**src/rtl/fp_alu_pkg.sv**
```systemverilog
// Shared definitions for the float_alu arbiter slice: opcodes, flag bit
// positions, default sizing and the round-robin pointer type.
package fp_alu_pkg;

    localparam int unsigned DEPTH_DEFAULT = 4;
    localparam int unsigned W_DEFAULT     = 32;
    localparam int unsigned FLAGS_W       = 5;

    localparam logic [2:0] OP_ADD  = 3'd0;
    localparam logic [2:0] OP_SUB  = 3'd1;
    localparam logic [2:0] OP_MUL  = 3'd2;
    localparam logic [2:0] OP_DIV  = 3'd3;
    localparam logic [2:0] OP_SQRT = 3'd4;
    localparam logic [2:0] OP_CMP  = 3'd5;
    localparam logic [2:0] OP_MIN  = 3'd6;
    localparam logic [2:0] OP_MAX  = 3'd7;

    localparam int unsigned FLAG_NX = 0;
    localparam int unsigned FLAG_UF = 1;
    localparam int unsigned FLAG_OF = 2;
    localparam int unsigned FLAG_DZ = 3;
    localparam int unsigned FLAG_NV = 4;

    // Records which requester was accepted most recently.
    typedef enum logic {
        RR_LAST0 = 1'b0,
        RR_LAST1 = 1'b1
    } rr_state_t;

    function automatic logic rr_grant1(input logic v0, input logic v1,
                                       input rr_state_t last);
        return v1 && (!v0 || last == RR_LAST0);
    endfunction

endpackage

```
**src/rtl/fp_tag_fifo.sv**
```systemverilog
// In-order requester-ID FIFO: one bit per entry, DEPTH entries, pointers
// wrap naturally because DEPTH is a power of two.
module fp_tag_fifo
    import fp_alu_pkg::*;
#(
    parameter int unsigned DEPTH = DEPTH_DEFAULT
) (
    input  logic clk,
    input  logic rst_n,
    input  logic push,
    input  logic push_id,
    input  logic pop,
    output logic pop_id,
    output logic full,
    output logic empty
);

    localparam int unsigned AW = $clog2(DEPTH);
    localparam logic [AW:0] FULL_CNT = (AW+1)'(DEPTH);

    logic [DEPTH-1:0] mem;
    logic [AW-1:0]    wr_ptr;
    logic [AW-1:0]    rd_ptr;
    logic [AW:0]      count;
    logic             do_push;
    logic             do_pop;

    assign full    = (count == FULL_CNT);
    assign empty   = (count == '0);
    assign do_push = push && !full;
    assign do_pop  = pop && !empty;
    assign pop_id  = mem[rd_ptr];

    always_ff @(posedge clk or negedge rst_n) begin
        if (!rst_n) begin
            mem    <= '0;
            wr_ptr <= '0;
            rd_ptr <= '0;
            count  <= '0;
        end else begin
            if (do_push) begin
                mem[wr_ptr] <= push_id;
                wr_ptr      <= wr_ptr + 1'b1;
            end
            if (do_pop) begin
                rd_ptr <= rd_ptr + 1'b1;
            end
            case ({do_push, do_pop})
                2'b10:   count <= count + 1'b1;
                2'b01:   count <= count - 1'b1;
                default: count <= count;
            endcase
        end
    end

endmodule

```
**src/rtl/fp_alu_arbiter.sv**
```systemverilog
// Two-requester round-robin front end for a shared, in-order float_alu.
// Responses are routed back by a tag FIFO of requester IDs.
module fp_alu_arbiter
    import fp_alu_pkg::*;
#(
    parameter int unsigned DEPTH = DEPTH_DEFAULT,
    parameter int unsigned W     = W_DEFAULT
) (
    input  logic                     clk,
    input  logic                     rst_n,

    input  logic                     req0_valid,
    output logic                     req0_ready,
    input  logic [W-1:0]             req0_op_a,
    input  logic [W-1:0]             req0_op_b,
    input  logic [2:0]               req0_op_code,
    input  logic                     req0_round_mode,

    input  logic                     req1_valid,
    output logic                     req1_ready,
    input  logic [W-1:0]             req1_op_a,
    input  logic [W-1:0]             req1_op_b,
    input  logic [2:0]               req1_op_code,
    input  logic                     req1_round_mode,

    output logic                     resp0_valid,
    output logic [W-1:0]             resp0_result,
    output logic [4:0]               resp0_flags,
    output logic                     resp1_valid,
    output logic [W-1:0]             resp1_result,
    output logic [4:0]               resp1_flags,

    output logic                     alu_start,
    output logic [W-1:0]             alu_op_a,
    output logic [W-1:0]             alu_op_b,
    output logic [2:0]               alu_op_code,
    output logic                     alu_round_mode,
    output logic                     alu_mode_fp,
    input  logic                     alu_valid,
    input  logic [W-1:0]             alu_result,
    input  logic [4:0]               alu_flags,

    output logic [$clog2(DEPTH):0]   inflight,
    output logic                     err_spurious
);

    rr_state_t rr_q;
    rr_state_t rr_d;
    logic      grant0;
    logic      grant1;
    logic      accept;
    logic      accept_id;
    logic      complete;
    logic      tag_full;
    logic      tag_empty;
    logic      pop_id;

    assign alu_mode_fp = 1'b1;

    // Tag FIFO occupancy equals inflight, so its full/empty drive acceptance
    // and completion qualification directly from registered state.
    always_comb begin
        grant0     = 1'b0;
        grant1     = 1'b0;
        req0_ready = 1'b0;
        req1_ready = 1'b0;
        rr_d       = rr_q;
        grant1     = rr_grant1(req0_valid, req1_valid, rr_q);
        grant0     = req0_valid && !grant1;
        req0_ready = grant0 && !tag_full;
        req1_ready = grant1 && !tag_full;
        accept     = req0_ready || req1_ready;
        accept_id  = req1_ready;
        complete   = alu_valid && !tag_empty;
        if (accept) begin
            rr_d = accept_id ? RR_LAST1 : RR_LAST0;
        end
    end

    // Reset to "last was 1" so requester 0 wins the first contention.
    always_ff @(posedge clk or negedge rst_n) begin
        if (!rst_n) begin
            rr_q <= RR_LAST1;
        end else begin
            rr_q <= rr_d;
        end
    end

    always_ff @(posedge clk or negedge rst_n) begin
        if (!rst_n) begin
            alu_start      <= 1'b0;
            alu_op_a       <= '0;
            alu_op_b       <= '0;
            alu_op_code    <= '0;
            alu_round_mode <= 1'b0;
        end else begin
            alu_start <= accept;
            if (accept) begin
                alu_op_a       <= accept_id ? req1_op_a       : req0_op_a;
                alu_op_b       <= accept_id ? req1_op_b       : req0_op_b;
                alu_op_code    <= accept_id ? req1_op_code    : req0_op_code;
                alu_round_mode <= accept_id ? req1_round_mode : req0_round_mode;
            end
        end
    end

    always_ff @(posedge clk or negedge rst_n) begin
        if (!rst_n) begin
            resp0_valid  <= 1'b0;
            resp0_result <= '0;
            resp0_flags  <= '0;
            resp1_valid  <= 1'b0;
            resp1_result <= '0;
            resp1_flags  <= '0;
        end else begin
            resp0_valid <= complete && !pop_id;
            resp1_valid <= complete && pop_id;
            if (complete && !pop_id) begin
                resp0_result <= alu_result;
                resp0_flags  <= alu_flags;
            end
            if (complete && pop_id) begin
                resp1_result <= alu_result;
                resp1_flags  <= alu_flags;
            end
        end
    end

    always_ff @(posedge clk or negedge rst_n) begin
        if (!rst_n) begin
            inflight     <= '0;
            err_spurious <= 1'b0;
        end else begin
            case ({accept, complete})
                2'b10:   inflight <= inflight + 1'b1;
                2'b01:   inflight <= inflight - 1'b1;
                default: inflight <= inflight;
            endcase
            if (alu_valid && tag_empty) begin
                err_spurious <= 1'b1;
            end
        end
    end

    fp_tag_fifo #(
        .DEPTH (DEPTH)
    ) u_tag_fifo (
        .clk     (clk),
        .rst_n   (rst_n),
        .push    (accept),
        .push_id (accept_id),
        .pop     (complete),
        .pop_id  (pop_id),
        .full    (tag_full),
        .empty   (tag_empty)
    );

endmodule

```
**config.mk**
```make
export PLATFORM = sky130hd
export DESIGN_NAME = fp_alu_arbiter
export DESIGN_NICKNAME = d
export VERILOG_FILES = /design/src/rtl/fp_alu_pkg.sv /design/src/rtl/fp_tag_fifo.sv /design/src/rtl/fp_alu_arbiter.sv
export SDC_FILE = /design/constraint.sdc
export NUM_CORES = 1
export LEC_CHECK = 0
export ABC_AREA = 1
export CAP_MARGIN = 15
export CORE_MARGIN = 1
export CORE_UTILIZATION = 40
export CTS_CLUSTER_SIZE = 8
export DETAILED_ROUTE_END_ITERATION = 6
export DONT_BUFFER_PORTS = 1
export PLACE_DENSITY_LB_ADDON = 0.3
export SLEW_MARGIN = 20
export SYNTH_ARGS = -nofsm -noshare
export SYNTH_HDL_FRONTEND = slang
export SYNTH_SLANG_ARGS = --single-unit
```
**constraint.sdc**
```tcl
create_clock -name clk -period 6.9 [get_ports clk]
set_input_delay 1.38 -clock clk [delete_from_list [all_inputs] [get_ports clk]]
set_output_delay 1.38 -clock clk [all_outputs]
set_load 0.03 [all_outputs]
```
### Yosys cells after proc, flatten, opt, wreduce, memory -nomap -nowiden

Index checks and enable logic that the tools add are counted.

* flip-flop bits (word level): 161
* output and inout bits: 152
* word-level logic and storage cells: 66

* add/sub/neg operators: 6
* order comparisons: 3
* equal/unequal tests: 5
* muxes and demuxes: 12
* bitwise operators: 1
* reductions and logical operators: 21

Operators with widths (number)
* 32-bit 2-to-1 mux: 2
* 3-bit case mux with 2 select lines: 2
* 1-bit logical AND: 11
* 3-bit by 1-bit adder with 3-bit output, second input constant: 2
* 2-bit by 3-bit less-than comparator with 1-bit output, second input constant: 2
* 3-bit by 1-bit subtractor with 3-bit output, second input constant: 2
* 1-bit logical NOT: 5
* 2-bit by 1-bit adder with 2-bit output, second input constant: 2
* 4-bit bitwise mux: 1
* 2-bit by 1-bit == test with 1-bit output, second input constant: 2
* 2-bit == test, second input constant: 2
* 1-bit 2-to-1 mux: 4
* 2-bit nonzero test: 2
* 3-bit == test, second input constant: 1
* 3-bit logical NOT: 1
* 3-bit 2-to-1 mux: 1
* 1-bit binary-select mux with 2-bit select: 1
* 1-bit demux with 2-bit select: 1
* 2-bit by 1-bit greater-or-equal comparator with 1-bit output, second input constant: 1
* 1-bit logical OR: 2
* 1-bit inverter: 1

### Depth between registers and ports, before layout

Gate-level depths: netlist of run 1.

* word-level depth: 10
* gate-level depth with buffers: 12
* depth with buffers taken out: 11

### Modules after synthesis

A second synthesis of run 1 with hierarchy kept.

* cells, all modules: 1135
* area total of the unflattened synthesis: 8329.2 µm²

Modules (own cells, without submodules)
* fp_alu_arbiter: times used 1, cells each 1052, area an instance 7661.1 µm², seq. area each 3754.9 µm²
* fp_tag_fifo: times used 1, cells each 83, area an instance 668.1 µm², seq. area each 275.3 µm²

### Worst setup path before layout of run 1

OpenSTA, ideal clock, no wires.

* path kind: input-to-output
* from: in req1_valid
* to: out req1_ready
* data arrival time: 2178 ps
* setup slack: 3342 ps
* stages on the path: 5
* cell sequence: inv_1 a21oi_2 nand2_2 buf_2 inv_1

* cells in the longest elaborated chain, start to end: 2

RTL lines
* start: declaration: RTL line fp_alu_arbiter.sv:19 `input logic req1_valid,`
* 1-bit logical AND: RTL line fp_alu_pkg.sv:32 `return v1 && (!v0 || last == RR_LAST0);`
* 1-bit logical AND: RTL line fp_alu_arbiter.sv:71 `req1_ready = grant1 && !tag_full;`
* end: declaration: RTL line fp_alu_arbiter.sv:20 `output logic req1_ready,`

No other way between the ends.

### Final worst setup path of run 1

Ends and elaborated chain as after synthesis.

==> impl_metrics.env, run 1 <==
export IMPL_holdPathStages=2
export IMPL_ir_drop_v=0.000290
export IMPL_cellLeakagePower_nw=4.43
export IMPL_clkPwrFrac_pct=19.3
export IMPL_synth_cell_types=22
export IMPL_ctsHoldBuffers=0
export IMPL_nFillCells=1796
export IMPL_power_total_mw=4.79
export IMPL_cts_sinks=161
export IMPL_required_ns=5.52
export IMPL_post_cts_resized=0
export IMPL_worstSetupPathType="in -> out"
export IMPL_h_tree_depth=4
export IMPL_postLayoutCellArea_mm2=0.00803
export IMPL_p_sw_mw=2.52
export IMPL_p_int_mw=2.27
export IMPL_die_w_um=138
export IMPL_routedWlPerCell_um=16.5
export IMPL_syn_area_mm2=0.00739
export IMPL_setup_slack_ns=2.59
export IMPL_yosysWarnings=0
export IMPL_status="complete, no violations"
export IMPL_dr_first_iter_drc_count=355
export IMPL_grt_usage_pct=20.1
export IMPL_cts_reportedPaths_clkPinSlew_ns=0.07
export IMPL_dp_cells=1124
export IMPL_fin_crit_ns=4.31
export IMPL_r2r_end="inflight[2]$_DFFE_PN0P_"
export IMPL_die_area_mm2=0.0190
export IMPL_seqPwrFrac_pct=54.4
export IMPL_grt_overflow_total=0
export IMPL_gp_congestion=0.838
export IMPL_nNetsFinal=1100
export IMPL_layout_drive_gt1_share_pct=5.50
export IMPL_cp_max_fo=71
export IMPL_combPwrFrac_pct=26.3
export IMPL_r2r_start="u_tag_fifo.count[0]$_DFFE_PN0P_"
export IMPL_cts_buffer_depth=2
export IMPL_yosys_top_cells_area="dfrtp_1, nand2_1, nand3_1, buf_2, ha_1"
export IMPL_antenna_left=0
export IMPL_skew_ns=0.0208
export IMPL_drv_cap=0
export IMPL_core_area_mm2=0.0180
export IMPL_grt_antenna_before_repair=0
export IMPL_netlist_top_cell_by_area="dfrtp_1"
export IMPL_final_util_pct=44.6
export IMPL_hold_viol=0
export IMPL_fmax_ghz=0.232
export IMPL_root_buffer="clkbuf_16"
export IMPL_cp_data_arrival_time_ns=2.93
export IMPL_grt_max_degree=162
export IMPL_rsz0062_at_grt="false"
export IMPL_worst_pin_slew_ns=0.774
export IMPL_insertion_delay_ns=0.43
export IMPL_holdWs_ns=0.493
export IMPL_syn_area_per_cell_um2=7.81
export IMPL_powerDensity_mw_per_mm2=596
export IMPL_start_util_pct=41.0
export IMPL_hp_start="rr_q$_DFFE_PN1P_"
export IMPL_place_area_mm2=0.00744
export IMPL_min_period_over_period_pct=62.5
export IMPL_syn_inst=946
export IMPL_io_pins=330
export IMPL_wirelength_mm=19.1
export IMPL_portBuffers=0
export IMPL_dpl_worst_slack_ns=2.58
export IMPL_cts_tree="built"
export IMPL_min_delay_worst_endpoint="rr_q$_DFFE_PN1P_"
export IMPL_viasPerCell=5.12
export IMPL_cp_start_kind="input pin"
export IMPL_max_slew_margin_pct=48.4
export IMPL_grt_pass1_wl_mm=29.3
export IMPL_hold_path_class="reg -> reg"
export IMPL_remaining_drc_errors=0
export IMPL_post_cts_buffers=0
export IMPL_tritoncts_num_buffers=17
export IMPL_finalSetupViolCount=0
export IMPL_drt_pass1_iter_count=4
export IMPL_ys_seq_area_share_pct=54.6
export IMPL_synth_top_area_share_pct=54.2
export IMPL_slew_viol_final=0
export IMPL_dr_total_vias=5918
export IMPL_switching_share_pct=52.6
export IMPL_ys_ff_latch=161
export IMPL_fin_setup_tns_ns=0
export IMPL_diodes=0
export IMPL_end_kind="primary output"
export IMPL_reg2reg_slack_ns=3.86
export IMPL_dp_hpwl_mm=12.7
export IMPL_rows=49
export IMPL_grt_pass1_vias=5680
export IMPL_r2r_cells=13
export IMPL_fp_dieH_um=138
export IMPL_syn_num_nets=1132
export IMPL_instances_no_fill=1156
export IMPL_areaGrowthSynthToFinish_pct=8.72
## flip-flops by register name, indices dropped and copies added (netlist names)
register / flops
u_tag_fifo.count: 3
alu_op_a: 32
u_tag_fifo.mem: 4
inflight: 3
alu_start: 1
resp0_flags: 5
err_spurious: 1
alu_round_mode: 1
resp1_result: 32
resp0_valid: 1
resp0_result: 32
alu_op_b: 32
u_tag_fifo.rd_ptr: 2
resp1_valid: 1
rr_q: 1
alu_op_code: 3
u_tag_fifo.wr_ptr: 2
resp1_flags: 5
## synthesized netlist by cell type
cell      count
o21ai_0       6
fa_1          2
xnor2_1       2
conb_1        1
ha_1          6
nand2_1     528
buf_4         5
dfrtp_1     160
clkbuf_1     17
a31o_2        1
buf_6         3
a21oi_1       2
inv_2         2
nand2_2       3
dfstp_2       1
xor2_1        3
inv_1        19
nor2_2        1
buf_2        36
nor2_1        1
nand3_1     146
a21oi_2       1
## critical path, cell delays in order
cell and delay, ns:
inv_1 0.04, a21oi_4 0.09, buf_4 0.55, nand2_2 0.06
buf_4 0.37, inv_1 0.41
## metal layers
| layer | wire (µm) | track usage [%] | up-vias |
|---|---|---|---|
| met5 | 0 | 0 | - |
| met4 | 453 | 8.03 | 0 |
| met3 | 1900 | 7.64 | 33 |
| met2 | 8860 | 31.6 | 264 |
| met1 | 7880 | 24.7 | 2743 |
| li1 | - | - | 2878 |
## layout by cell type, fill, tap and decap left out
cell	n
clkinv_4	3
ha_1	6
o21ai_0	6
nor2_1	1
buf_4	10
fa_1	2
clkinv_8	3
inv_8	5
conb_1	1
inv_2	2
nand2_2	3
inv_1	19
dfrtp_1	160
clkinvlp_4	1
xnor2_1	2
a21oi_4	1
a31o_2	1
nand2_1	528
xor2_1	3
a21oi_1	2
dfstp_2	1
nand3_1	146
clkbuf_16	17
nor2_2	1
inv_6	3
## cells by family after synthesis
logic type,count (synthesis),synth area share [%]
and+or+nand+nor,679,37.1
DFF,161,54.6
buffers and inverters,82,5.34
AOI/OAI and AO/OA,10,0.779
adders and majority gates,8,1.56
xor gates and xnor gates,5,0.593
other,1,0.0508
## worst max-delay path by stage
| stage | startpoint | endpoint | slack, ns | cells past startpoint |
|---|---|---|---|---|
| after floorplan | req1_valid | req1_ready | 3.34 | 5 |
| after global placement | req1_valid | req1_ready | 2.58 | 6 |
| after detailed placement | req1_valid | req1_ready | 2.58 | 6 |
| after CTS | req1_valid | req1_ready | 2.58 | 6 |
| after global routing | req1_valid | req1_ready | 2.44 | 6 |
| final | req1_valid | req1_ready | 2.59 | 6 |
## final cells by class
class	instances	area, µm²	area share, %
clock buffers	17	425	5.30
clock inverters	15	165	2.06
inverters	21	78.8	0.982
multi-input cells	703	2970	37.0
flip-flops and latches	161	4030	50.2
well taps	229	287	3.57
repair buffers	10	75.1	0.935
## power by group through the flow
stage	Clock (mW)	Combinational, mW	Sequential, mW
final	0.925	1.26	2.60
after CTS	0.950	1.27	2.61
after global placement	0	1.23	2.62
after floorplan	0	1.06	2.48
after global routing	0.992	1.47	2.67
after detailed placement	0	1.28	2.62
Power figures use the tool's default switching activity.
==> run 2, diff against run 1 <==
--- a/config.mk
+++ b/config.mk
@@ -5,7 +5,7 @@
 export SDC_FILE = /design/constraint.sdc
 export NUM_CORES = 1
 export LEC_CHECK = 0
-export ABC_AREA = 1
+export ABC_AREA = 0
 export CAP_MARGIN = 15
 export CORE_MARGIN = 1
 export CORE_UTILIZATION = 40
==> constraint.sdc (replaced) <==
create_clock -name clk -period 3.9 [get_ports clk]
set_input_delay 0.78 -clock clk [delete_from_list [all_inputs] [get_ports clk]]
set_output_delay 0.78 -clock clk [all_outputs]
set_load 0.03 [all_outputs]
==> run 2 against run 1 <==
  * Critical path depth decreased by 3
  * Register-to-register slack worse by 2.4 ns
  * Clock power grew 90%
  * Cell area decreased by 3.6%
  * Sequential power rose by 73%
  * Combinational power rose by 45%
  * Setup slack worse by 1.3 ns
  * Routed wire length decreased by 16%
  * Synthesized cell count down 43%
  * Critical path type is now reg -> out
  * Largest power group unchanged
==> impl_metrics.env, run 2 <==
export IMPL_rsz0062_at_grt="false"
export IMPL_layout_drive_gt1_share_pct=22.3
export IMPL_synth_compound_area_share_pct=10.4
export IMPL_yosys_top_cells_area="dfrtp_1, mux2i_1, a21oi_1, mux2_2, mux2_4"
export IMPL_setup_slack_ns=1.30
export IMPL_ys_ff_latch=161
export IMPL_nFillCells=1578
export IMPL_power_total_mw=8.10
export IMPL_root_buffer="clkbuf_16"
export IMPL_final_cell_mix="dfrtp_1, a21oi_1, mux2i_1"
export IMPL_synth_top_area_share_pct=57.1
export IMPL_grt_pass1_wl_mm=24.1
export IMPL_synth_cell_types=34
export IMPL_cp_startpoint="u_tag_fifo.count[2]$_DFFE_PN0P_"
export IMPL_io_pins=330
export IMPL_ys_seq_area_share_pct=57.4
export IMPL_required_ns=3.12
export IMPL_fin_crit_ns=2.60
export IMPL_cp_data_arrival_time_ns=1.82
export IMPL_cts_tree="built"
export IMPL_synth_xor_area_share_pct=1.12
export IMPL_gp_congestion=0.752
export IMPL_crit_end="req0_ready"
export IMPL_syn_inst=540
export IMPL_h_tree_depth=4
export IMPL_synthAdderAreaFrac_pct=1.64
export IMPL_grt_pass1_vias=4439
export IMPL_max_slew_margin_pct=39.3
export IMPL_skew_ns=0.0118
export IMPL_areaGrowthSynthToFinish_pct=10.4
export IMPL_min_period_over_period_pct=66.7
export IMPL_r2r_cells=4
export IMPL_cp_max_fo=13
export IMPL_synthFlopType="dfrtp_1"
export IMPL_post_cts_buffers=0
export IMPL_hold_viol=0
export IMPL_remaining_drc_errors=0
export IMPL_muxShareOfSynthArea_pct=23.8
export IMPL_routedWlPerCell_um=21.1
export IMPL_yosysMostFrequentCell="dfrtp_1"
export IMPL_powerDensity_mw_per_mm2=1050
export IMPL_syn_area_mm2=0.00702
export IMPL_portBuffers=0
export IMPL_worst_pin_slew_ns=0.909
export IMPL_start_util_pct=40.7
export IMPL_fp_dieH_um=134
export IMPL_finalSetupViolCount=0
export IMPL_final_util_pct=44.9
export IMPL_grt_antenna_before_repair=0
export IMPL_tritoncts_num_buffers=17
export IMPL_dr_first_iter_drc_count=155
export IMPL_worstSetupPathType="reg -> out"
export IMPL_reg2reg_slack_ns=1.43
export IMPL_synth_top_family_by_area="multiplexers"
export IMPL_insertion_delay_ns=0.42
export IMPL_dpl_worst_slack_ns=1.39
export IMPL_nNetsFinal=711
export IMPL_rows=48
export IMPL_cts_sinks=161
export IMPL_syn_num_nets=726
export IMPL_syn_area_per_cell_um2=13.0
export IMPL_status="complete, no violations"
export IMPL_holdWs_ns=0.0614
export IMPL_final_common_cell="dfrtp_1"
export IMPL_dr_total_vias=4248
export IMPL_ctsHoldBuffers=0
export IMPL_r2r_end="resp0_result[1]$_DFFE_PN0P_"
export IMPL_post_cts_resized=0
export IMPL_grt_usage_pct=17.4
export IMPL_ir_drop_v=0.000476
export IMPL_yosysWarnings=0
export IMPL_cts_buffer_depth=2
export IMPL_r2r_start="u_tag_fifo.rd_ptr[0]$_DFFE_PN0P_"
export IMPL_die_w_um=134
export IMPL_yosys_area_share_simple_pct=1.25
export IMPL_die_area_mm2=0.0181
export IMPL_drt_pass1_iter_count=4
export IMPL_core_area_mm2=0.0172
export IMPL_viasPerCell=5.57
export IMPL_synth_edff_count=0
export IMPL_end_kind="primary output"
export IMPL_fmax_ghz=0.384
export IMPL_cellLeakagePower_nw=3.32
export IMPL_grt_overflow_total=0
export IMPL_wirelength_mm=16.1
export IMPL_slew_viol_final=0
export IMPL_netlist_top_cell_by_area="dfrtp_1"
export IMPL_cp_start_kind="flop"
export IMPL_synthArstFlopShare_pct=100
export IMPL_grt_max_degree=162
export IMPL_dp_hpwl_mm=11.0
export IMPL_fin_setup_tns_ns=0
export IMPL_diodes=0
export IMPL_drv_cap=0
export IMPL_hold_path_class="in -> async"
export IMPL_cts_reportedPaths_clkPinSlew_ns=0.06
export IMPL_synth_common_cells="dfrtp_1, a21oi_1, mux2i_1"
export IMPL_antenna_left=0
run 2: cells by family after synthesis:
group | count (synthesis)
buffers and inverters | 52
other | 1
flip-flops | 161
adder cells (fa/ha/maj) | 8
AND/OR/NAND/NOR | 18
multiplexers | 149
AO/OA/AOI/OAI | 142
XOR/XNOR | 9
run 2: layout make-up:
class                           instances  area [µm²]  share of cell area (%)
Sequential cell                       161        4030                    52.0
Multi-Input combinational cell        327        2710                    35.0
Clock buffer                           21         440                    5.69
Tap cell                              225         282                    3.63
Clock inverter                         11         179                    2.31
Timing Repair Buffer                    7        65.1                   0.840
Inverter                               11        41.3                   0.533
run 2: metrics by stage:
stage | instance area, µm² | instances
6_report | 7740 | 763
5_1_grt | 7740 | 763
4_1_cts | 7740 | 763
3_5_place_dp | 7130 | 731
3_3_place_gp | 7130 | 731
2_1_floorplan | 7020 | 540
run 2: power breakdown:
part	total (mW)	switching [mW]	internal, mW	leakage, nW
logic	1.83	0.854	0.977	1.17
clock network	1.76	0.682	1.08	0.292
registers	4.50	2.06	2.45	1.86
total	8.10	3.59	4.50	3.32
run 2: worst min-delay path by stage:
stage                                     start                          endpoint  slack, ns  cells after the start
2_1_floorplan  u_tag_fifo.rd_ptr[1]$_DFFE_PN0P_  u_tag_fifo.rd_ptr[1]$_DFFE_PN0P_       0.45                      1
3_3_place_gp   u_tag_fifo.rd_ptr[1]$_DFFE_PN0P_  u_tag_fifo.rd_ptr[1]$_DFFE_PN0P_       0.48                      1
3_5_place_dp                              rst_n       resp1_result[4]$_DFFE_PN0P_       0.49                      0
4_1_cts                                   rst_n        resp0_flags[2]$_DFFE_PN0P_       0.04                      0
5_1_grt                                   rst_n       resp1_result[4]$_DFFE_PN0P_       0.03                      0
6_report                                  rst_n      resp1_result[10]$_DFFE_PN0P_       0.06                      0
run 2: per-layer routing:
| layer | vias to the layer above | global-route usage [%] | wire [µm] |
|---|---|---|---|
| met2 | 231 | 29.3 | 7990 |
| met4 | 0 | 6.74 | 276 |
| met3 | 22 | 7.73 | 1850 |
| met5 | - | 0 | 0 |
| met1 | 2114 | 19.3 | 5990 |
| li1 | 1881 | - | - |
run 2: worst max-delay path, cell delays in order, from the launching register on:
cell	delay, ns
dfrtp_1	0.44
or3b_2	0.38
nand2_1	0.08
nor2_1	0.50
==> run 3, diff against run 2 <==
--- a/config.mk
+++ b/config.mk
@@ -5,7 +5,7 @@
 export SDC_FILE = /design/constraint.sdc
 export NUM_CORES = 1
 export LEC_CHECK = 0
-export ABC_AREA = 0
+export ABC_AREA = 1
 export CAP_MARGIN = 15
 export CORE_MARGIN = 1
 export CORE_UTILIZATION = 40
==> constraint.sdc (replaced) <==
create_clock -name clk -period 2.7 [get_ports clk]
set_input_delay 0.54 -clock clk [delete_from_list [all_inputs] [get_ports clk]]
set_output_delay 0.54 -clock clk [all_outputs]
set_load 0.03 [all_outputs]
==> run 3 against run 2 <==
  * The flow now finishes with violations (negative hold slack)
  * Utilization down 0.38 points
  * Routed wire length is 16% higher
  * Clock skew decreased by 0.0010 ns
==> impl_metrics.env, run 3 (synthesis results as in run 1) <==
export IMPL_holdWs_ns=-0.184
export IMPL_seqPwrFrac_pct=54.4
export IMPL_remaining_drc_errors=0
export IMPL_required_ns=2.16
export IMPL_fp_dieH_um=138
export IMPL_worst_pin_slew_ns=0.757
export IMPL_powerDensity_mw_per_mm2=1520
export IMPL_power_total_mw=12.2
export IMPL_post_cts_buffers=0
export IMPL_dr_total_vias=5932
export IMPL_routedWlPerCell_um=16.1
export IMPL_cp_max_fo=69
export IMPL_tritoncts_num_buffers=17
export IMPL_violations="negative hold slack"
export IMPL_slew_viol_final=0
export IMPL_r2r_cells=11
export IMPL_fmax_ghz=0.424
export IMPL_grt_usage_pct=19.6
export IMPL_finalSetupViolCount=0
export IMPL_worstPathCellList="a21oi_4, buf_4, nor2_1, buf_4"
export IMPL_antenna_left=0
export IMPL_hold_viol=160
export IMPL_grt_overflow_total=0
export IMPL_fin_setup_tns_ns=0
export IMPL_skew_ns=0.0108
export IMPL_crit_slowest_cell="buf_4"
export IMPL_grt_pass1_wl_mm=28.8
export IMPL_portBuffers=0
export IMPL_postLayoutCellArea_mm2=0.00803
export IMPL_final_util_pct=44.6
export IMPL_layout_drive_gt1_share_pct=5.39
export IMPL_grt_pass1_vias=5574
export IMPL_end_kind="primary output"
export IMPL_combPwrFrac_pct=26.3
export IMPL_wirelength_mm=18.7
export IMPL_setup_slack_ns=0.340
export IMPL_switching_share_pct=51.6
export IMPL_diodes=0
export IMPL_post_cts_resized=0
export IMPL_nNetsFinal=1101
export IMPL_dp_hpwl_mm=12.8
export IMPL_cts_buffer_depth=2
export IMPL_clkPwrFrac_pct=19.3
export IMPL_cts_reportedPaths_clkPinSlew_ns=0.07
export IMPL_ir_drop_v=0.000697
export IMPL_r2r_start="u_tag_fifo.count[0]$_DFFE_PN0P_"
export IMPL_cpPeakStageDelay_ns=0.52
export IMPL_dpl_worst_slack_ns=0.376
export IMPL_areaGrowthSynthToFinish_pct=8.74
export IMPL_cp_startpoint="rr_q$_DFFE_PN1P_"
export IMPL_grt_max_degree=162
export IMPL_grt_antenna_before_repair=0
export IMPL_dr_first_iter_drc_count=340
export IMPL_start_util_pct=41.0
export IMPL_drt_pass1_iter_count=5
export IMPL_min_period_over_period_pct=87.4
export IMPL_rsz0062_at_grt="false"
export IMPL_drv_cap=0
export IMPL_path_common_cell="buf_4"
export IMPL_hold_path_class="in -> async"
export IMPL_status="finished, violations left"
export IMPL_cp_data_arrival_time_ns=1.82
export IMPL_root_buffer="clkbuf_16"
export IMPL_core_area_mm2=0.0180
export IMPL_max_slew_margin_pct=49.5
export IMPL_fin_crit_ns=2.36
export IMPL_final_cell_mix="nand2_1, dfrtp_1, nand3_1"
export IMPL_rows=49
export IMPL_final_common_cell="nand2_1"
export IMPL_die_w_um=138
export IMPL_io_pins=330
export IMPL_cts_sinks=161
export IMPL_cellLeakagePower_nw=4.44
export IMPL_place_area_mm2=0.00745
export IMPL_p_int_mw=5.91
export IMPL_gp_congestion=0.842
export IMPL_cp_start_kind="flop"
export IMPL_die_area_mm2=0.0190
export IMPL_insertion_delay_ns=0.42
export IMPL_cts_tree="built"
export IMPL_p_sw_mw=6.31
export IMPL_worstSetupPathType="reg -> out"
export IMPL_nFillCells=1829
export IMPL_h_tree_depth=4
export IMPL_viasPerCell=5.13
-- run 3: per-stage QoR --
| step | hold slack (ns) | cells |
|---|---|---|
| 2_1_floorplan | 0.244 | 946 |
| 3_5_place_dp | 0.251 | 1125 |
| 4_1_cts | -0.202 | 1157 |
| 3_3_place_gp | 0.249 | 1125 |
| 6_report | -0.184 | 1157 |
| 5_1_grt | -0.212 | 1157 |
-- run 3: power groups by stage --
stage / combinational [mW] / clock [mW] / sequential, mW
after floorplan: 2.72 / 0 / 6.35
after CTS: 3.25 / 2.42 / 6.67
after global routing: 3.75 / 2.53 / 6.83
after global placement: 3.14 / 0 / 6.71
final: 3.21 / 2.36 / 6.65
after detailed placement: 3.24 / 0 / 6.69
-- run 3: worst paths after layout --
path	slack, ns	to
worst max-delay path	0.34	req0_ready
worst min-delay path	-0.18	alu_op_b[16]$_DFFE_PN0P_
worst max register to register	0.34	inflight[2]$_DFFE_PN0P_
worst min register to register	0.48	u_tag_fifo.mem[1]$_DFFE_PN0P_
max in group asynchronous	2.65	rr_q$_DFFE_PN1P_
min in group clk	0.26	resp0_result[7]$_DFFE_PN0P_
-- run 3: critical path, delay by kind of cell, from the launching register on --
family	cells	cell delay [ns]
buffers and inverters	2	0.72
DFF	1	0.38
AOI/OAI and AO/OA	1	0.16
and+or+nand+nor	1	0.13
-- run 3: cell type report --
| class | count | area [µm²] | area share, % |
|---|---|---|---|
| Clock buffer | 21 | 460 | 5.73 |
| Clock inverter | 11 | 124 | 1.54 |
| Inverter | 21 | 78.8 | 0.981 |
| Multi-Input combinational cell | 703 | 2970 | 37.0 |
| Sequential cell | 161 | 4030 | 50.2 |
| Tap cell | 229 | 287 | 3.57 |
| Timing Repair Buffer | 11 | 82.6 | 1.03 |
-- run 3: per-layer routing --
layer	track usage, %	wire length [µm]	up-vias
met1	24.5	7670	2755
met5	0	0	-
met4	7.79	437	0
met3	6.73	1900	30
met2	31.0	8680	267
li1	-	-	2880
